### src/rtl/tlb_fetch_queue.sv
// rtl/tlb_fetch_queue.sv - PC-driven TLB fetch front-end with prefetch FIFO and redirect flush
module tlb_fetch_queue #(
  parameter int AW       = 6,
  parameter int DW       = 16,
  parameter int DEPTH    = 4,
  parameter int PROG_LEN = 38
) (
  input  logic                     Clock,
  input  logic                     Resetn,
  input  logic                     Run,
  input  logic                     Redirect,
  input  logic [AW-1:0]            RedirectAddr,
  output logic [AW-1:0]            TlbAddr,
  input  logic [DW-1:0]            TlbData,
  output logic                     InstrValid,
  output logic [DW-1:0]            Instr,
  output logic [AW-1:0]            InstrAddr,
  input  logic                     InstrReady,
  output logic [$clog2(DEPTH):0]   Count,
  output logic                     Done
);

  localparam int PTRW = $clog2(DEPTH);
  localparam int CW   = PTRW + 1;
  localparam int EW   = AW + DW;
  // PC carries one extra bit so it can sit at PROG_LEN == 2^AW without wrapping
  localparam logic [AW:0]   PROG_END = (AW + 1)'(PROG_LEN);
  localparam logic [CW-1:0] FULL_CNT = CW'(DEPTH);

  logic [AW:0]     pc_q, pc_d;
  logic [PTRW-1:0] wr_ptr_q, wr_ptr_d;
  logic [PTRW-1:0] rd_ptr_q, rd_ptr_d;
  logic [CW-1:0]   count_q, count_d;
  logic [EW-1:0]   mem_q [DEPTH];
  logic [EW-1:0]   mem_d [DEPTH];

  logic pop;
  logic push;

  assign TlbAddr    = pc_q[AW-1:0];
  assign InstrValid = (count_q != '0);
  assign Instr      = mem_q[rd_ptr_q][DW-1:0];
  assign InstrAddr  = mem_q[rd_ptr_q][EW-1:DW];
  assign Count      = count_q;
  assign Done       = (pc_q >= PROG_END) && (count_q == '0);

  // Next-state: redirect flushes and reloads PC; otherwise push/pop the FIFO
  always_comb begin
    pc_d     = pc_q;
    wr_ptr_d = wr_ptr_q;
    rd_ptr_d = rd_ptr_q;
    count_d  = count_q;
    for (int i = 0; i < DEPTH; i++) begin
      mem_d[i] = mem_q[i];
    end

    pop  = InstrValid && InstrReady;
    // A full FIFO still accepts a push when the head leaves in the same cycle
    push = Run && !Redirect && (pc_q < PROG_END) && ((count_q < FULL_CNT) || pop);

    if (Redirect) begin
      // Any same-cycle pop is considered delivered; the flush discards the rest
      pc_d     = {1'b0, RedirectAddr};
      wr_ptr_d = '0;
      rd_ptr_d = '0;
      count_d  = '0;
    end else begin
      if (push) begin
        mem_d[wr_ptr_q] = {pc_q[AW-1:0], TlbData};
        wr_ptr_d        = wr_ptr_q + PTRW'(1);
        pc_d            = pc_q + (AW + 1)'(1);
      end
      if (pop) begin
        rd_ptr_d = rd_ptr_q + PTRW'(1);
      end
      if (push && !pop) begin
        count_d = count_q + CW'(1);
      end else if (pop && !push) begin
        count_d = count_q - CW'(1);
      end
    end
  end

  // State registers; reset clears storage so the stale head reads as zero
  always_ff @(posedge Clock or negedge Resetn) begin
    if (!Resetn) begin
      pc_q     <= '0;
      wr_ptr_q <= '0;
      rd_ptr_q <= '0;
      count_q  <= '0;
      for (int i = 0; i < DEPTH; i++) begin
        mem_q[i] <= '0;
      end
    end else begin
      pc_q     <= pc_d;
      wr_ptr_q <= wr_ptr_d;
      rd_ptr_q <= rd_ptr_d;
      count_q  <= count_d;
      for (int i = 0; i < DEPTH; i++) begin
        mem_q[i] <= mem_d[i];
      end
    end
  end

endmodule

### config.mk
export PLATFORM = sky130hd
export DESIGN_NAME = tlb_fetch_queue
export DESIGN_NICKNAME = d
export VERILOG_FILES = /design/src/rtl/tlb_fetch_queue.sv
export SDC_FILE = /design/constraint.sdc
export NUM_CORES = 1
export LEC_CHECK = 0
export CORE_MARGIN = 2
export CORE_UTILIZATION = 60
export DETAILED_ROUTE_END_ITERATION = 16
export GPL_TIMING_DRIVEN = 0
export PLACE_DENSITY_LB_ADDON = 0.15
export SYNTH_ARGS = -nofsm -noshare
export SYNTH_HDL_FRONTEND = slang
export SYNTH_SLANG_ARGS = --single-unit
### constraint.sdc
create_clock -name Clock -period 6.2 [get_ports Clock]
set_input_delay 1.86 -clock Clock [delete_from_list [all_inputs] [get_ports Clock]]
set_output_delay 1.86 -clock Clock [all_outputs]
set_load 0.1 [all_outputs]
==> impl_metrics.json, run 1 <==
{
  "wl_per_cell_um": 19.1,
  "die_x_um": 96.3,
  "r2r_cells": 7,
  "numClockSinks": 102,
  "tightest_slew_ns": 0.992,
  "die_h_um": 96.3,
  "antenna_found_initial": 0,
  "h-tree-depth": 3,
  "drive_gt1_share_pct": 40.0,
  "ff2ff_setup_slack_ns": 3.78,
  "vias": 2860,
  "drt-total-wl_um": 9470,
  "postSynthAreaPerCell_sq_um": 16.3,
  "route.detailed.drc": 0,
  "grt_max_degree": 71,
  "async_reset_ff_share_pct": 100,
  "first_global_vias": 3016,
  "postSynthCellCount": 314,
  "critPathRequiredTime_ns": 4.34,
  "fin_area_sq_um": 6060,
  "syn_nets": 348,
  "crit_type": "flip-flop to output pin",
  "hold_start": "mem_q[23]$_DFFE_PN0P_",
  "cp_cell_sequence": "clkbuf_1 > buf_2 > mux4_2 > clkdlybuf4s50_1",
  "slowest_delay_ns": 0.99,
  "dp_hpwl_um": 6340,
  "setup_viol": 0,
  "end_kind": "output pin",
  "cp_max_fo": 10,
  "grt_overflow": 0,
  "place_area_sq_um": 5860,
  "drt_iter0_drc": 95,
  "rsz0062_at_grt": "no",
  "clock_latency_ns": 0.36,
  "detailedPlace.worstSlack_ns": 1.62,
  "ant_nets": 0,
  "yosysWarningCount": 0,
  "cts_tree": "done",
  "netlist_area_sq_um": 5110,
  "final_core_util_pct": 73.3,
  "period_share_pct": 78.6,
  "hold_path_class": "flip-flop to flip-flop",
  "hold_viol_final": 0,
  "cts-resized-gates": 0,
  "synthToLayoutAreaGrowth_pct": 18.5,
  "hold_buffers": 0,
  "critPathLaunchType": "flip-flop",
  "rows": 33,
  "status": "finished, final reports clean",
  "grt_usage_pct": 22.6,
  "cts_made_buffers": 9,
  "cp_data_arrival_time_ns": 3.01,
  "r2r-start": "pc_q[1]$_DFFE_PN0P_",
  "ys_dominant_reg_cell": "dfrtp_1",
  "initial_utilization_pct": 61.9,
  "slew_headroom_pct": 33.7,
  "seq_area_frac_synth_pct": 49.9,
  "core_area_sq_um": 8260,
  "viasPerCell": 5.78,
  "synth_edf_count": 0,
  "post-route-min-period_ns": 4.87,
  "cts_setup_buffers": 0,
  "max_freq_mhz": 205,
  "slowest_stage": "clkdlybuf4s50_1",
  "synth_cell_types": 40,
  "maxCapViolCount": 0,
  "cts_root_buf": "clkbuf_8",
  "io_buffers": 59,
  "min_to": "mem_q[23]$_DFFE_PN0P_",
  "clock_path_buffers": 2,
  "clk_pin_slew_ns": 0.09,
  "ys_ff_latch": 102,
  "dr.pass1.iters": 5,
  "drv_slew": 0,
  "num_antenna_cells": 0,
  "skew_ns": 0.0149,
  "hold_slack_ns": 0.513,
  "ios": 60,
  "gp_congestion": 0.755,
  "worstReg2RegEnd": "Count[1]$_DFFE_PN0P_",
  "final.setup.worst_slack_ns": 1.33,
  "grt_first_pass_wirelength_um": 15600,
  "die-area_sq_um": 9270,
  "final_nets": 419,
  "hold_depth": 1
}
[synth_stat cells, types with 6 or more instances]
| library cell | instances | area, sq um |
|---|---|---|
| ha_1 | 6 | 75.1 |
| mux2_2 | 9 | 101 |
| buf_6 | 10 | 113 |
| nor3_1 | 7 | 35.0 |
| nor2_1 | 10 | 37.5 |
| inv_1 | 9 | 33.8 |
| mux4_2 | 22 | 495 |
| buf_4 | 6 | 45.0 |
| dfrtp_1 | 102 | 2550 |
| mux2_4 | 81 | 1220 |
[registers in the layout, summed over array words and instances (netlist names)]
register and flops:
mem_q 88, Count 3, rd_ptr_q 2, wr_ptr_q 2
pc_q 7
[metal layers]
layer / part of all wire (%) / up-vias / GRT usage [%]
met1: 46 / 1519 / 32.2
met2: 51 / 50 / 36.4
met5: 0 / - / 0
met4: 0.82 / 0 / 5.16
met3: 2.6 / 7 / 4.54
li1: - / 1284 / -
[worst max-delay path by stage]
stage / slack [ns] / startpoint / end
floorplan: 1.24 / Count[1]$_DFFE_PN0P_ / Done
global placement: -0.50 / Resetn / Count[1]$_DFFE_PN0P_
detailed placement: 1.62 / rd_ptr_q[0]$_DFFE_PN0P_ / Instr[11]
CTS: 1.22 / rd_ptr_q[0]$_DFFE_PN0P_ / Instr[11]
global route: 1.14 / rd_ptr_q[0]$_DFFE_PN0P_ / Instr[11]
finish: 1.33 / rd_ptr_q[0]$_DFFE_PN0P_ / Instr[11]
[through the flow]
step | std cells | TNS, ns
finish | 495 | 0
global route | 495 | 0
CTS | 495 | 0
detailed placement | 479 | 0
global placement | 478 | -50.65
floorplan | 314 | 0
[critical path, delay by kind of cell, from the launching register on]
family | cells | cell delay [ns]
buffers and inverters | 3 | 1.75
DFF | 1 | 0.33
muxes | 1 | 0.58
[layout by cell type, fill, tap and decap left out, drive strengths merged, types with 6 or more instances in the layout]
cell type	count
mux4	22
inv	11
nor3	7
dfrtp	102
clkbuf	14
mux2	90
buf	24
ha	6
clkdlybuf4s50	58
nand2	8
nor2	10
[cell type report]
| cell class | instances | area, sq um |
|---|---|---|
| Clock buffer | 10 | 128 |
| Inverter | 9 | 33.8 |
| Tap cell | 105 | 131 |
| Multi-Input combinational cell | 177 | 2310 |
| Timing Repair Buffer | 60 | 616 |
| Buffer | 26 | 213 |
| Sequential cell | 102 | 2550 |
| Clock inverter | 6 | 70.1 |
| Fill cell | 568 | 2200 |
[cells by family (layout without fill, tap and decap cells)]
logic type                 count (synthesis)  count (layout)  synth area share, %
adders and majority gates                  7               7                 1.86
muxes                                    114             114                 35.9
buffers and inverters                     35             111                 4.82
and+or+nand+nor                           35              35                 3.87
DFF                                      102             102                 49.9
AOI/OAI and AO/OA                         18              18                 2.89
xor gates and xnor gates                   3               3                0.783
Power of run 1 is left out: the tool's default activity adds up to more than one toggle a clock period on the data nets, which glitch-free logic cannot reach.
==> run 2, diff against run 1 <==
--- a/config.mk
+++ b/config.mk
@@ -6,7 +6,7 @@
 export NUM_CORES = 1
 export LEC_CHECK = 0
 export CORE_MARGIN = 2
-export CORE_UTILIZATION = 60
+export CORE_UTILIZATION = 51
 export DETAILED_ROUTE_END_ITERATION = 16
 export GPL_TIMING_DRIVEN = 0
 export PLACE_DENSITY_LB_ADDON = 0.15
==> constraint.sdc (replaced) <==
create_clock -name Clock -period 4 [get_ports Clock]
set_input_delay 1.2 -clock Clock [delete_from_list [all_inputs] [get_ports Clock]]
set_output_delay 1.2 -clock Clock [all_outputs]
set_load 0.1 [all_outputs]
==> impl_metrics.json, run 2 (synthesis gave the netlist of run 1 again) <==
{
  "layoutNonFillerInstCount": 523,
  "final_common_cell": "dfrtp_1",
  "end_kind": "output pin",
  "numClockSinks": 102,
  "gp_congestion": 0.751,
  "cts_setup_buffers": 0,
  "rsz0062_at_grt": "no",
  "ios": 60,
  "ff2ff_setup_slack_ns": 1.62,
  "mostFrequentLayoutCells": "dfrtp_1, mux2_4, clkdlybuf4s50_1, mux4_2, dlygate4sd2_1",
  "grt_max_degree": 71,
  "antenna_found_initial": 0,
  "period_share_pct": 96.0,
  "num_antenna_cells": 0,
  "vias": 2795,
  "largest_reg_flops": 88,
  "hold_path_class": "flip-flop to flip-flop",
  "post-route-min-period_ns": 3.84,
  "grt_first_pass_wirelength_um": 15900,
  "wl_per_cell_um": 18.0,
  "place_inst": 507,
  "route.detailed.drc": 0,
  "die_h_um": 104,
  "slew_headroom_pct": 33.5,
  "drv_slew": 0,
  "grt_overflow": 0,
  "worstReg2RegEnd": "Count[1]$_DFFE_PN0P_",
  "status": "finished, final reports clean",
  "cts_made_buffers": 9,
  "cts_root_buf": "clkbuf_8",
  "final_nets": 419,
  "critPathRequiredTime_ns": 2.80,
  "r2r_cells": 7,
  "cp_data_arrival_time_ns": 2.64,
  "skew_ns": 0.00798,
  "final_core_util_pct": 62.1,
  "ant_nets": 0,
  "clock_path_buffers": 2,
  "first_global_vias": 2944,
  "dr.pass1.iters": 4,
  "core_area_sq_um": 9770,
  "clk_pin_slew_ns": 0.10,
  "maxCapViolCount": 0,
  "drt_iter0_drc": 98,
  "drive_gt1_share_pct": 40.5,
  "critPathLaunchType": "flip-flop",
  "r2r-start": "pc_q[1]$_DFFE_PN0P_",
  "hold_viol_final": 0,
  "min_to": "mem_q[66]$_DFFE_PN0P_",
  "initial_utilization_pct": 52.3,
  "drt-total-wl_um": 9390,
  "max_freq_mhz": 260,
  "io_buffers": 59,
  "cp_max_fo": 10,
  "cts_tree": "done",
  "setup_viol": 0,
  "hold_start": "mem_q[66]$_DFFE_PN0P_",
  "dp_hpwl_um": 6170,
  "h-tree-depth": 3,
  "crit_type": "flip-flop to output pin",
  "hold_depth": 1,
  "die_x_um": 104,
  "die-area_sq_um": 10800,
  "grt_usage_pct": 18.6,
  "synthToLayoutAreaGrowth_pct": 18.7,
  "clock_latency_ns": 0.36,
  "largest_register": "mem_q",
  "viasPerCell": 5.34,
  "rows": 36,
  "tightest_slew_ns": 0.994
}
[run 2: cell count changes in the layout (fill, tap and decap cells not counted), sizes merged]
cell	previous run	this run
clkdlybuf4s50	58	39
buf	24	23
clkbuf	14	19
clkinvlp	2	1
inv	11	10
dlygate4sd2	0	17
[run 2: worst max-delay path: stages, from the launching register on]
cell	delay [ns]
dfrtp_1	0.52
inv_1	0.11
ha_1	0.13
o21ai_0	0.07
a21oi_1	0.18
nor2_1	0.07
nor2_2	0.07
clkdlybuf4s50_1	1.13
[run 2: repair_timing]
item                                    CTS  global route
resized for setup                        19             5
hold buffers                              0             0
endpoints found under the setup margin   19             8
[run 2: per-stage QoR]
stage / setup TNS [ns] / hold slack (ns) / worst slack [ns] / cell area, sq um
2_1_floorplan: 0 / 0.474 / 0.152 / 5110
3_3_place_gp: -214.48 / 0.482 / -2.11 / 5870
3_5_place_dp: 0 / 0.489 / 0.105 / 5900
4_1_cts: 0 / 0.516 / 0.0726 / 6070
5_1_grt: 0 / 0.529 / 0.0176 / 6070
6_report: 0 / 0.510 / 0.160 / 6070
[run 2: final cells by class]
type	count	area, sq um
Buffer	26	215
Tap cell	133	166
Fill cell	778	3710
Clock inverter	4	55.1
Multi-Input combinational cell	177	2320
Inverter	9	33.8
Timing Repair Buffer	60	584
Sequential cell	102	2550
Clock buffer	12	145
[run 2: worst max-delay path by stage]
stage	start	slack (ns)	cells after the start	to
detailed placement	rd_ptr_q[0]$_DFFE_PN0P_	0.10	4	Instr[10]
global placement	Resetn	-2.11	1	pc_q[6]$_DFFE_PN0P_
global route	pc_q[0]$_DFFE_PN0P_	0.02	7	Done
floorplan	Count[1]$_DFFE_PN0P_	0.15	2	Done
finish	pc_q[0]$_DFFE_PN0P_	0.16	7	Done
CTS	rd_ptr_q[0]$_DFFE_PN0P_	0.07	4	Instr[10]
[run 2: metal layers]
layer,up-vias,part of all wire (%),global-route usage (%)
met1,1456,48,27.0
met2,48,47,28.1
met3,7,3.6,4.70
li1,1284,-,-
met5,-,0,0
met4,0,1.0,4.63
Power of run 2 is left out for the same reason.
